==> src/rtl/sram_arbiter_if.sv <==
// Requester and sram pin bundle for sram_arbiter.
// The slave view belongs to the arbiter; the master view belongs to the requesters and the sram.
interface sram_arbiter_if #(
    parameter int unsigned DATA_WIDTH = 8,
    parameter int unsigned ADDR_WIDTH = 9
);
    logic                  req0;
    logic                  req1;
    logic                  we0;
    logic                  we1;
    logic [ADDR_WIDTH-1:0] addr0;
    logic [ADDR_WIDTH-1:0] addr1;
    logic [DATA_WIDTH-1:0] wdata0;
    logic [DATA_WIDTH-1:0] wdata1;
    logic                  gnt0;
    logic                  gnt1;
    logic                  rvalid0;
    logic                  rvalid1;
    logic [DATA_WIDTH-1:0] rdata0;
    logic [DATA_WIDTH-1:0] rdata1;
    logic                  sram_en;
    logic                  sram_we;
    logic [ADDR_WIDTH-1:0] sram_addr;
    logic [DATA_WIDTH-1:0] sram_wdata;
    logic [DATA_WIDTH-1:0] sram_rdata;

    modport slave (
        input  req0, req1, we0, we1, addr0, addr1, wdata0, wdata1, sram_rdata,
        output gnt0, gnt1, rvalid0, rvalid1, rdata0, rdata1,
               sram_en, sram_we, sram_addr, sram_wdata
    );

    modport master (
        output req0, req1, we0, we1, addr0, addr1, wdata0, wdata1, sram_rdata,
        input  gnt0, gnt1, rvalid0, rvalid1, rdata0, rdata1,
               sram_en, sram_we, sram_addr, sram_wdata
    );
endinterface

==> src/rtl/sram_arbiter.sv <==
// Two-requester arbiter in front of a single-port sram with 1-cycle read latency.
// Per-cycle combinational grant, registered read-return tag, starvation guard for port 1.
module sram_arbiter #(
    parameter int unsigned DATA_WIDTH = 8,
    parameter int unsigned ADDR_WIDTH = 9,
    parameter int unsigned PRIO0      = 1,
    parameter int unsigned MAX_WAIT   = 15
) (
    input  logic           clk,
    input  logic           reset,
    sram_arbiter_if.slave  bus
);
    localparam int unsigned WAIT_W = $clog2(MAX_WAIT + 1);

    logic              last_q, last_d;
    logic [WAIT_W-1:0] wait_q, wait_d;
    logic [1:0]        rtag_q, rtag_d;
    logic              both_c;
    logic              pick1_c;
    logic              gnt0_c;
    logic              gnt1_c;

    // Winner selection; grants are held off for the whole reset cycle.
    always_comb begin
        both_c  = bus.req0 & bus.req1;
        pick1_c = bus.req1;
        if (both_c) begin
            if (PRIO0 != 0) begin
                pick1_c = (wait_q == WAIT_W'(MAX_WAIT));
            end else begin
                pick1_c = ~last_q;
            end
        end
        gnt0_c = ~reset & bus.req0 & ~pick1_c;
        gnt1_c = ~reset & bus.req1 &  pick1_c;
    end

    // Sram pin mux: winner's request, or all-zero when idle.
    always_comb begin
        bus.sram_en    = gnt0_c | gnt1_c;
        bus.sram_we    = 1'b0;
        bus.sram_addr  = ADDR_WIDTH'(0);
        bus.sram_wdata = DATA_WIDTH'(0);
        if (gnt1_c) begin
            bus.sram_we    = bus.we1;
            bus.sram_addr  = bus.addr1;
            bus.sram_wdata = bus.wdata1;
        end else if (gnt0_c) begin
            bus.sram_we    = bus.we0;
            bus.sram_addr  = bus.addr0;
            bus.sram_wdata = bus.wdata0;
        end
    end

    // Next-state: round-robin pointer, port-1 starvation counter, read-return tag.
    always_comb begin
        last_d = last_q;
        wait_d = wait_q;
        rtag_d = {gnt1_c & ~bus.we1, gnt0_c & ~bus.we0};
        if (gnt0_c) begin
            last_d = 1'b0;
        end
        if (gnt1_c) begin
            last_d = 1'b1;
        end
        if (!bus.req1 || gnt1_c) begin
            wait_d = WAIT_W'(0);
        end else if (wait_q != WAIT_W'(MAX_WAIT)) begin
            wait_d = wait_q + WAIT_W'(1);
        end
    end

    always_ff @(posedge clk) begin
        if (reset) begin
            last_q <= 1'b1;
            wait_q <= WAIT_W'(0);
            rtag_q <= 2'b00;
        end else begin
            last_q <= last_d;
            wait_q <= wait_d;
            rtag_q <= rtag_d;
        end
    end

    // Read data is shared; rvalid tells each port whether it is theirs.
    assign bus.gnt0    = gnt0_c;
    assign bus.gnt1    = gnt1_c;
    assign bus.rvalid0 = rtag_q[0];
    assign bus.rvalid1 = rtag_q[1];
    assign bus.rdata0  = bus.sram_rdata;
    assign bus.rdata1  = bus.sram_rdata;
endmodule

==> src/flat_wrapper.sv <==
// flat-port wrapper written by rule: the top's interface ports become plain ports
module sram_arbiter_flat 
#(
    parameter int unsigned DATA_WIDTH = 8,
    parameter int unsigned ADDR_WIDTH = 9,
    parameter int unsigned PRIO0      = 1,
    parameter int unsigned MAX_WAIT   = 15
)
  (clk, reset, bus_req0, bus_req1, bus_we0, bus_we1, bus_addr0, bus_addr1, bus_wdata0, bus_wdata1, bus_sram_rdata, bus_gnt0, bus_gnt1, bus_rvalid0, bus_rvalid1, bus_rdata0, bus_rdata1, bus_sram_en, bus_sram_we, bus_sram_addr, bus_sram_wdata);
  sram_arbiter_if #(.DATA_WIDTH(DATA_WIDTH), .ADDR_WIDTH(ADDR_WIDTH)) bus_i ();
  input  logic clk;
  input  logic reset;
  input wire logic [$bits(bus_i.req0)-1:0] bus_req0;
  input wire logic [$bits(bus_i.req1)-1:0] bus_req1;
  input wire logic [$bits(bus_i.we0)-1:0] bus_we0;
  input wire logic [$bits(bus_i.we1)-1:0] bus_we1;
  input wire logic [$bits(bus_i.addr0)-1:0] bus_addr0;
  input wire logic [$bits(bus_i.addr1)-1:0] bus_addr1;
  input wire logic [$bits(bus_i.wdata0)-1:0] bus_wdata0;
  input wire logic [$bits(bus_i.wdata1)-1:0] bus_wdata1;
  input wire logic [$bits(bus_i.sram_rdata)-1:0] bus_sram_rdata;
  output wire logic [$bits(bus_i.gnt0)-1:0] bus_gnt0;
  output wire logic [$bits(bus_i.gnt1)-1:0] bus_gnt1;
  output wire logic [$bits(bus_i.rvalid0)-1:0] bus_rvalid0;
  output wire logic [$bits(bus_i.rvalid1)-1:0] bus_rvalid1;
  output wire logic [$bits(bus_i.rdata0)-1:0] bus_rdata0;
  output wire logic [$bits(bus_i.rdata1)-1:0] bus_rdata1;
  output wire logic [$bits(bus_i.sram_en)-1:0] bus_sram_en;
  output wire logic [$bits(bus_i.sram_we)-1:0] bus_sram_we;
  output wire logic [$bits(bus_i.sram_addr)-1:0] bus_sram_addr;
  output wire logic [$bits(bus_i.sram_wdata)-1:0] bus_sram_wdata;
  assign bus_i.req0 = bus_req0;
  assign bus_i.req1 = bus_req1;
  assign bus_i.we0 = bus_we0;
  assign bus_i.we1 = bus_we1;
  assign bus_i.addr0 = bus_addr0;
  assign bus_i.addr1 = bus_addr1;
  assign bus_i.wdata0 = bus_wdata0;
  assign bus_i.wdata1 = bus_wdata1;
  assign bus_i.sram_rdata = bus_sram_rdata;
  assign bus_gnt0 = bus_i.gnt0;
  assign bus_gnt1 = bus_i.gnt1;
  assign bus_rvalid0 = bus_i.rvalid0;
  assign bus_rvalid1 = bus_i.rvalid1;
  assign bus_rdata0 = bus_i.rdata0;
  assign bus_rdata1 = bus_i.rdata1;
  assign bus_sram_en = bus_i.sram_en;
  assign bus_sram_we = bus_i.sram_we;
  assign bus_sram_addr = bus_i.sram_addr;
  assign bus_sram_wdata = bus_i.sram_wdata;
  sram_arbiter #(.DATA_WIDTH(DATA_WIDTH), .ADDR_WIDTH(ADDR_WIDTH), .PRIO0(PRIO0), .MAX_WAIT(MAX_WAIT)) u_core (.clk(clk), .reset(reset), .bus(bus_i));
endmodule
==> config.mk <==
export PLATFORM = sky130hd
export DESIGN_NAME = sram_arbiter_flat
export DESIGN_NICKNAME = d
export VERILOG_FILES = /design/src/rtl/sram_arbiter_if.sv /design/src/rtl/sram_arbiter.sv /design/src/flat_wrapper.sv
export SDC_FILE = /design/constraint.sdc
export NUM_CORES = 1
export LEC_CHECK = 0
export CAP_MARGIN = 20
export CORE_UTILIZATION = 24
export DETAILED_ROUTE_END_ITERATION = 10
export GPL_TIMING_DRIVEN = 0
export PLACE_DENSITY = 0.95
export SYNTH_ARGS = -nofsm -noshare
export SYNTH_HDL_FRONTEND = slang
export SYNTH_SLANG_ARGS = --single-unit
==> constraint.sdc <==
create_clock -name clk -period 3.3 [get_ports clk]
set_clock_uncertainty 0.05 [all_clocks]
set_input_delay 0.33 -clock clk [delete_from_list [all_inputs] [get_ports clk]]
set_output_delay 0.33 -clock clk [all_outputs]
set_load 0.03 [all_outputs]
==> results of run 1 <==
-- layer usage --
layer	track usage	part of all wire	up-vias	wire, microns
met5	0	0	-	0
met4	0.08796	0.026	0	59
met3	0.06548	0.10	6	225
met2	0.3222	0.54	48	1197
met1	0.1741	0.33	341	747
li1	-	-	388	-
-- cells by family after synthesis --
| logic type | Yosys count |
|---|---|
| buffers and inverters | 21 |
| flip-flops | 6 |
| AND/OR/NAND/NOR | 14 |
| XOR/XNOR | 1 |
| AO/OA/AOI/OAI | 21 |
| adder cells (fa/ha/maj) | 1 |
-- placed cells by master, fill, tap and decap left out --
master and count:
a22o_1 18, nand3_1 3, and3b_4 1, clkbuf_4 3, buf_4 16, a21boi_2 1, ha_1 1, clkdlybuf4s50_1 78
nand4_1 1, and3_1 1, dfxtp_1 6, a211oi_1 1, buf_6 4, and2b_1 1, a31oi_1 1, nor2b_1 2
xor2_1 1, inv_1 1, nor2_1 5
-- sequential cells by signal, indices dropped and copies added (netlist names) --
signal and count:
u_core.wait_q 4, u_core.rtag_q 2
-- critical path: cells and delay by family --
family                 cells  cell delay [ps]
AOI/OAI and AO/OA          2              400
buffers and inverters      3             1340
and+or+nand+nor            1              200
-- area by class of cell --
| class | instances | area, sq um |
|---|---|---|
| inverter | 1 | 3.754 |
| sequential | 6 | 120.1 |
| buffer | 20 | 165.2 |
| tap | 28 | 35.03 |
| timing repair buffer | 78 | 780.7 |
| multi-input combinational | 37 | 282.8 |
| fill | 182 | 823.3 |
| clock buffer | 3 | 22.52 |
-- per-stage QoR --
step	hold WS (ps)	cells
after floorplan	351.6	64
after global placement	392.1	170
after detailed placement	403.2	170
after CTS	414.1	173
after global routing	449.8	173
final	410.5	173
-- power by group through the flow --
stage / sequential (mW) / combinational, mW / clock [mW]
after floorplan: 0.0778 / 0.0945 / 0
after global placement: 0.0763 / 0.196 / 0
after detailed placement: 0.0763 / 0.199 / 0
after CTS: 0.0749 / 0.199 / 0.0724
after global routing: 0.0750 / 0.207 / 0.0752
final: 0.0749 / 0.198 / 0.0715
-- final timing paths --
| path | start | to | cells past startpoint |
|---|---|---|---|
| worst max register to register | u_core.wait_q[0] | u_core.rtag_q[0] | 5 |
| worst max-delay path | bus_req1 | bus_sram_addr[7] | 6 |
| worst min-delay path | u_core.wait_q[0] | u_core.wait_q[0] | 1 |
| worst min register to register | u_core.wait_q[0] | u_core.wait_q[0] | 1 |
==> results.yml, run 1 <==
run_status:
  status: "finished, final reports clean"
yosys:
  netlist_instances: 64
  synthSimpleGateAreaFrac: 0.1379
  synth_cell_types: 17
  synth-main-ff-cell: "dfxtp_1"
  synth_top_family_by_area: "compound AO/OA/AOI/OAI gates"
  yosys_warnings: 0
  synth_mux_area_frac: 0
  ys_seq_elements: 6
  syn-mean-instance-area_sq_um: 8.934
  synth_top_cell_by_area: "a22o_1"
  ys_top_cells_by_count: "18 x a22o_1, 16 x buf_4, 6 x dfxtp_1"
  yosys.cell_count.top_type: "a22o_1"
  yosys.area.top_type_share: 0.2757
  synth_compound_area_frac: 0.3195
  synth_xor_area_frac: 0.01532
  ys_async_sr_fraction: 0
  synthTopCellsByArea: "a22o_1 28%, dfxtp_1 21%, buf_4 21%, buf_6 7.9%, nor2_1 3.3%"
  synth_edf_count: 0
  syn_nets: 113
  yosys.area_share.adder: 0.02188
  netlist_area_sq_um: 571.8
  synth_sequential_area_ratio: 0.2101
finish:
  final_util: 0.6314
  antenna_cells: 0
  fin_area_sq_um: 1410
  final_nets: 196
  area_growth_pct: 146.6
  drive_gt1_frac: 0.1724
global_routing:
  grt_max_degree: 11
  grt.overflow.total: 0
  grt_pass1_wl_microns: 3374
  grt_usage: 0.1768
  grt_pass1_vias: 776
  antenna_found_initial: 0
sta:
  rsz0062_at_grt: "no"
  finalCritPeriodShare: 0.8027
  slew_viol_final: 0
  worst_slack_ps: 651.2
  final_hold_viol_count: 0
  relSlewSlack: 0.7737
  max_freq_mhz: 377.5
  worstMarginPinSlew_ps: 338.4
  post-route-min-period_ps: 2649
  tns_ps: 0
  setup_violations: 0
clocking:
  cts_buffers: 3
  htreeDepth: 1
  clk_pin_slew_ps: 50
  cts.sinks: 6
  cts_hold_buf: 0
  cts_tree: "yes"
  post_cts_buffers: 0
  cts-root-buf: "clkbuf_4"
  post_cts_resized: 0
  clock_latency_ps: 250
  cts_buffer_depth: 2
route:
  final_antenna_net_count: 0
  firstDrtPassIters: 4
  drt_iter0_drc: 6
  wl_per_cell_microns: 12.89
  drt_wl_total_microns: 2230
  vias: 783
  drc: 0
  via_per_inst: 4.526
power:
  comb_power_share: 0.575
  vdd_drop_max_mv: 0.1544
  p_per_area_nw_per_um2: 244.2
  total_power_mw: 0.3444
  switchingPower_mw: 0.1180
  p_int_mw: 0.2263
  seqPwrFrac: 0.218
  leakagePower_nw: 0.5900
  p_sw_frac: 0.3428
  clkPwrFrac: 0.208
placed_design:
  dpl.hpwl_microns: 1965
  gp_congestion: 0.6364
  place_area_sq_um: 1388
  port_buffers: 78
  dp_slack_ps: 642.7
setup_path:
  path_cells: "clkdlybuf4s50_1 > nor2b_1 > a21boi_2 > buf_6 > a22o_1 > clkdlybuf4s50_1"
  critPathSlowestCell: "clkdlybuf4s50_1"
  arrival_ps: 2270
  cp_common_cell: "clkdlybuf4s50_1"
  rrSetupSlack_ps: 1930
  required_ps: 2920
  start_kind: "input port"
  crit_path_max_fanout: 10
  max_stage_delay_ps: 680
  worstSetupEndpointType: "primary output"
  critPathKind: "input port to primary output"
die:
  die_y_microns: 50.81
  die_w_microns: 50.81
  num_io_pins: 87
  dieArea_sq_um: 2582
  fp.coreArea_sq_um: 2233
  start_util: 0.2560
  std_cell_rows: 17
worst_hold_path:
  hold_class: "flop to flop"
flow_run:
  cap_violations: 0
Power figures use the tool's default switching activity.
==> inputs of run 2 (changes only) <==
--- a/config.mk
+++ b/config.mk
@@ -6,10 +6,10 @@
 export NUM_CORES = 1
 export LEC_CHECK = 0
 export CAP_MARGIN = 20
-export CORE_UTILIZATION = 24
+export CORE_UTILIZATION = 23
 export DETAILED_ROUTE_END_ITERATION = 10
 export GPL_TIMING_DRIVEN = 0
-export PLACE_DENSITY = 0.95
+export PLACE_DENSITY = 0.93
 export SYNTH_ARGS = -nofsm -noshare
 export SYNTH_HDL_FRONTEND = slang
 export SYNTH_SLANG_ARGS = --single-unit
==> constraint.sdc (replaced) <==
create_clock -name clk -period 2.5 [get_ports clk]
set_clock_uncertainty 0.05 [all_clocks]
set_input_delay 0.25 -clock clk [delete_from_list [all_inputs] [get_ports clk]]
set_output_delay 0.25 -clock clk [all_outputs]
set_load 0.03 [all_outputs]
==> results.yml, run 2 (synthesis results as in run 1) <==
run_status:
  status: "finished, final reports clean"
placed_design:
  dpl.hpwl_microns: 2118
  dp_cells: 170
  port_buffers: 78
  dp_slack_ps: -22.31
  gp_congestion: 0.6678
finish:
  final_nets: 196
  final_cells: 173
  drive_gt1_frac: 0.1724
  largest_reg_flops: 4
  antenna_cells: 0
  final_cell_mix: "60 x clkdlybuf4s50_1, 18 x a22o_1, 18 x dlygate4sd2_1, 16 x buf_4, 6 x dfxtp_1"
  area_growth_pct: 142.7
  top_regs: "u_core.wait_q x4, u_core.rtag_q x2"
  largest-register: "u_core.wait_q"
  final_common_cell: "clkdlybuf4s50_1"
setup_path:
  worstSetupEndpointType: "primary output"
  ff2ff_path_depth: 5
  crit_path_max_fanout: 10
  arrival_ps: 2100
  critPathKind: "flop to primary output"
  max_stage_delay_ps: 680
  critPathSlowestCell: "clkdlybuf4s50_1"
  start_kind: "flop"
  rrSetupSlack_ps: 1100
  path_cells: "ha_1 > nand3_1 > a21boi_2 > buf_6 > clkdlybuf4s50_1"
  required_ps: 2200
global_routing:
  grt_usage: 0.1808
  grt_pass1_wl_microns: 3560
  grt.overflow.total: 0
  grt_pass1_vias: 841
  antenna_found_initial: 0
  grt_max_degree: 11
sta:
  setup_violations: 0
  whs_ps: 421.8
  relSlewSlack: 0.7871
  rsz0062_at_grt: "no"
  finalCritPeriodShare: 0.9614
  max_freq_mhz: 416.1
  tns_ps: 0
  final_hold_viol_count: 0
  post-route-min-period_ps: 2403
  worst_slack_ps: 96.56
  slew_viol_final: 0
  worstMarginPinSlew_ps: 318.3
route:
  drc: 0
  via_per_inst: 4.618
  final_antenna_net_count: 0
  wl_per_cell_microns: 14.05
  drt_iter0_drc: 9
  drt_wl_total_microns: 2431
  vias: 799
  firstDrtPassIters: 4
power:
  p_per_area_nw_per_um2: 317.2
  leakagePower_nw: 0.6548
  vdd_drop_max_mv: 0.1537
  total_power_mw: 0.4402
die:
  num_io_pins: 87
  std_cell_rows: 17
  die_w_microns: 51.86
  dieArea_sq_um: 2689
  start_util: 0.2512
  die_y_microns: 51.86
  fp.coreArea_sq_um: 2276
clocking:
  clock_latency_ps: 250
  cts-root-buf: "clkbuf_4"
  cts_buffer_depth: 2
  cts_hold_buf: 0
  clk_pin_slew_ps: 40
  htreeDepth: 1
  cts_tree: "yes"
  post_cts_resized: 18
  post_cts_buffers: 0
  cts.sinks: 6
  cts_buffers: 3
worst_hold_path:
  hold_class: "flop to flop"
  hold_depth: 1
flow_run:
  cap_violations: 0
==> run 2: stage by stage <==
step,area (sq um),utilization
final,1388,0.6097
after global routing,1388,0.6097
after CTS,1388,0.6097
after detailed placement,1388,0.6097
after global placement,1388,0.6097
after floorplan,571.8,-
==> run 2: cell type report <==
cell class,instances,area [sq um]
Buffer,20,165.2
Clock buffer,3,22.52
Fill cell,185,888.4
Inverter,1,3.754
Multi-Input combinational cell,37,282.8
Sequential cell,6,120.1
Tap cell,28,35.03
Timing Repair Buffer,78,758.2
==> run 2: metal layers <==
layer | routed length (microns) | GRT usage | up-vias
li1 | - | - | 388
met1 | 860 | 0.1740 | 347
met2 | 1333 | 0.3462 | 55
met3 | 164 | 0.04386 | 9
met4 | 72 | 0.09459 | 0
met5 | 0 | 0 | -
==> run 2: power by group <==
group	switching, mW	total (mW)	leakage (nW)	internal [mW]
Clock	0.0375	0.0919	0.0138	0.0545
Sequential	0.00101	0.0989	0.0487	0.0979
Combinational	0.115	0.249	0.592	0.134
Total	0.154	0.440	0.655	0.286
==> run 2: worst max-delay path, delay by kind of cell (launching register included) <==
kind,cells,cell delay (ps)
and+or+nand+nor,1,150
adders and majority gates,1,260
AOI/OAI and AO/OA,1,240
buffers and inverters,2,840
DFF,1,370
==> run 2: path summary, 6_finish.rpt <==
check	from	endpoint
worst max register to register	u_core.wait_q[0]	u_core.rtag_q[1]
worst min-delay path	u_core.wait_q[0]	u_core.wait_q[0]
worst min register to register	u_core.wait_q[0]	u_core.wait_q[0]
worst max-delay path	u_core.wait_q[0]	bus_gnt1
==> inputs of run 3 (changes only) <==
--- a/config.mk
+++ b/config.mk
@@ -7,6 +7,7 @@
 export LEC_CHECK = 0
 export CAP_MARGIN = 20
 export CORE_UTILIZATION = 23
+export CTS_BUF_LIST = sky130_fd_sc_hd__clkbuf_4
 export DETAILED_ROUTE_END_ITERATION = 10
 export GPL_TIMING_DRIVEN = 0
 export PLACE_DENSITY = 0.93
==> constraint.sdc (replaced) <==
create_clock -name clk -period 2.5 [get_ports clk]
set_clock_uncertainty 0.05 [all_clocks]
set_input_delay 0.5 -clock clk [delete_from_list [all_inputs] [get_ports clk]]
set_output_delay 0.5 -clock clk [all_outputs]
set_load 0.03 [all_outputs]
==> results.yml, run 3 (synthesis results as in run 1) <==
setup_path:
  r2r_end: "u_core.rtag_q[1]"
  crit_buf_inv: 3
  required_ps: 1950
  worstSetupEndpointType: "primary output"
  critPathSlowestCell: "clkdlybuf4s50_1"
  max_stage_delay_ps: 520
  path_cells: "clkdlybuf4s50_1 > nor2b_4 > a21boi_4 > buf_6 > a22o_1 > buf_2"
  critPathKind: "input port to primary output"
  arrival_ps: 1930
  crit_path_start: "bus_req1"
  path_delay_family: "buffers and inverters"
  r2r_start: "u_core.wait_q[0]"
  ff2ff_path_depth: 5
  crit_path_max_fanout: 10
  rrSetupSlack_ps: 1090
  start_kind: "input port"
clocking:
  cts_buffers: 3
  clock_latency_ps: 240
  cts_hold_buf: 0
  post_cts_buffers: 0
  cts_tree: "yes"
  cts_buffer_depth: 2
  clk_pin_slew_ps: 40
  htreeDepth: 1
  cts.sinks: 6
  cts-root-buf: "clkbuf_4"
die:
  std_cell_rows: 17
  die_w_microns: 51.86
  num_io_pins: 87
  dieArea_sq_um: 2689
  fp.coreArea_sq_um: 2276
  die_y_microns: 51.86
  start_util: 0.2512
route:
  drt_wl_total_microns: 2463
  via_per_inst: 4.595
  final_antenna_net_count: 0
  drt_iter0_drc: 7
  drc: 0
  wl_per_cell_microns: 14.24
  firstDrtPassIters: 4
  vias: 795
finish:
  area_growth_pct: 135.7
  top_regs: "u_core.wait_q x4, u_core.rtag_q x2"
  largest-register: "u_core.wait_q"
  largest_reg_flops: 4
  drive_gt1_frac: 0.3103
  final_nets: 196
  final_common_cell: "clkdlybuf4s50_1"
  antenna_cells: 0
  fin_area_sq_um: 1348
  final_cell_mix: "57 x clkdlybuf4s50_1, 18 x a22o_1, 18 x buf_4, 14 x buf_2, 6 x dfxtp_1"
  final_cells: 173
sta:
  max_freq_mhz: 403.0
  slew_viol_final: 0
  worstMarginPinSlew_ps: 317.6
  rsz0062_at_grt: "no"
  setup_violations: 0
  relSlewSlack: 0.7876
  worst_slack_ps: 18.39
  finalCritPeriodShare: 0.9926
  post-route-min-period_ps: 2482
  final_hold_viol_count: 0
global_routing:
  grt_pass1_wl_microns: 3588
  grt_usage: 0.1814
  grt_max_degree: 11
  antenna_found_initial: 0
  grt_pass1_vias: 832
  grt.overflow.total: 0
run_status:
  status: "finished, final reports clean"
power:
  vdd_drop_max_mv: 0.1566
  p_per_area_nw_per_um2: 324.2
  total_power_mw: 0.4369
  leakagePower_nw: 0.6384
worst_hold_path:
  hold_class: "flop to flop"
  hold_depth: 1
  worstHoldStart: "u_core.wait_q[0]"
  hold_end: "u_core.wait_q[0]"
placed_design:
  port_buffers: 78
  dp_slack_ps: -522.3
  gp_congestion: 0.6678
  dp_cells: 170
  dpl.hpwl_microns: 2118
  place_area_sq_um: 1388
flow_run:
  cap_violations: 0
-- run 3: worst max-delay path by stage --
stage	to	slack (ps)	cells past startpoint
2_1_floorplan	bus_sram_addr[0]	570	5
3_3_place_gp	bus_sram_addr[0]	-460	6
3_5_place_dp	bus_sram_wdata[4]	-520	6
4_1_cts	bus_sram_wdata[4]	10	6
5_1_grt	bus_sram_wdata[2]	2	6
6_report	bus_sram_wdata[0]	20	6
-- run 3: worst register-to-register path, stage by stage (launching register included) --
cell	delay, ps
dfxtp_1	360
ha_1	260
nand3_1	180
a21boi_4	230
buf_6	160
and2b_1	120
-- run 3: what timing repair did --
item                                   in CTS  in global routing
resized for setup                          96                  8
endpoints found under the hold margin       0                  0
setup endpoints to repair                  20                 19
-- run 3: metal layers --
layer | wire length [microns] | GRT usage | vias to the layer above
met1 | 918 | 0.1863 | 361
li1 | - | - | 388
met5 | 0 | 0 | -
met3 | 108 | 0.02047 | 4
met2 | 1403 | 0.3568 | 42
met4 | 32 | 0.08108 | 0
-- run 3: report_power, final --
group | internal, mW | switching (mW) | total (mW)
logic | 0.132 | 0.117 | 0.249
registers | 0.0979 | 0.000997 | 0.0989
clock network | 0.0543 | 0.0347 | 0.0890
-- run 3: metrics by stage --
step / util / hold slack, ps / setup TNS (ps)
2_1_floorplan: - / 379.7 / 0
3_3_place_gp: 0.6097 / 391.2 / -8319
3_5_place_dp: 0.6097 / 399.2 / -9476
4_1_cts: 0.5844 / 416.8 / 0
5_1_grt: 0.5921 / 443.9 / 0
6_report: 0.5921 / 421.1 / 0
-- run 3: area by class of cell --
cell class / instances / area (sq um)
inverters: 1 / 3.754
plain buffers: 20 / 165.2
clock buffers: 3 / 22.52
fillers: 188 / 928.4
repair buffers: 78 / 703.2
well taps: 28 / 35.03
flip-flops and latches: 6 / 120.1
multi-input cells: 37 / 297.8
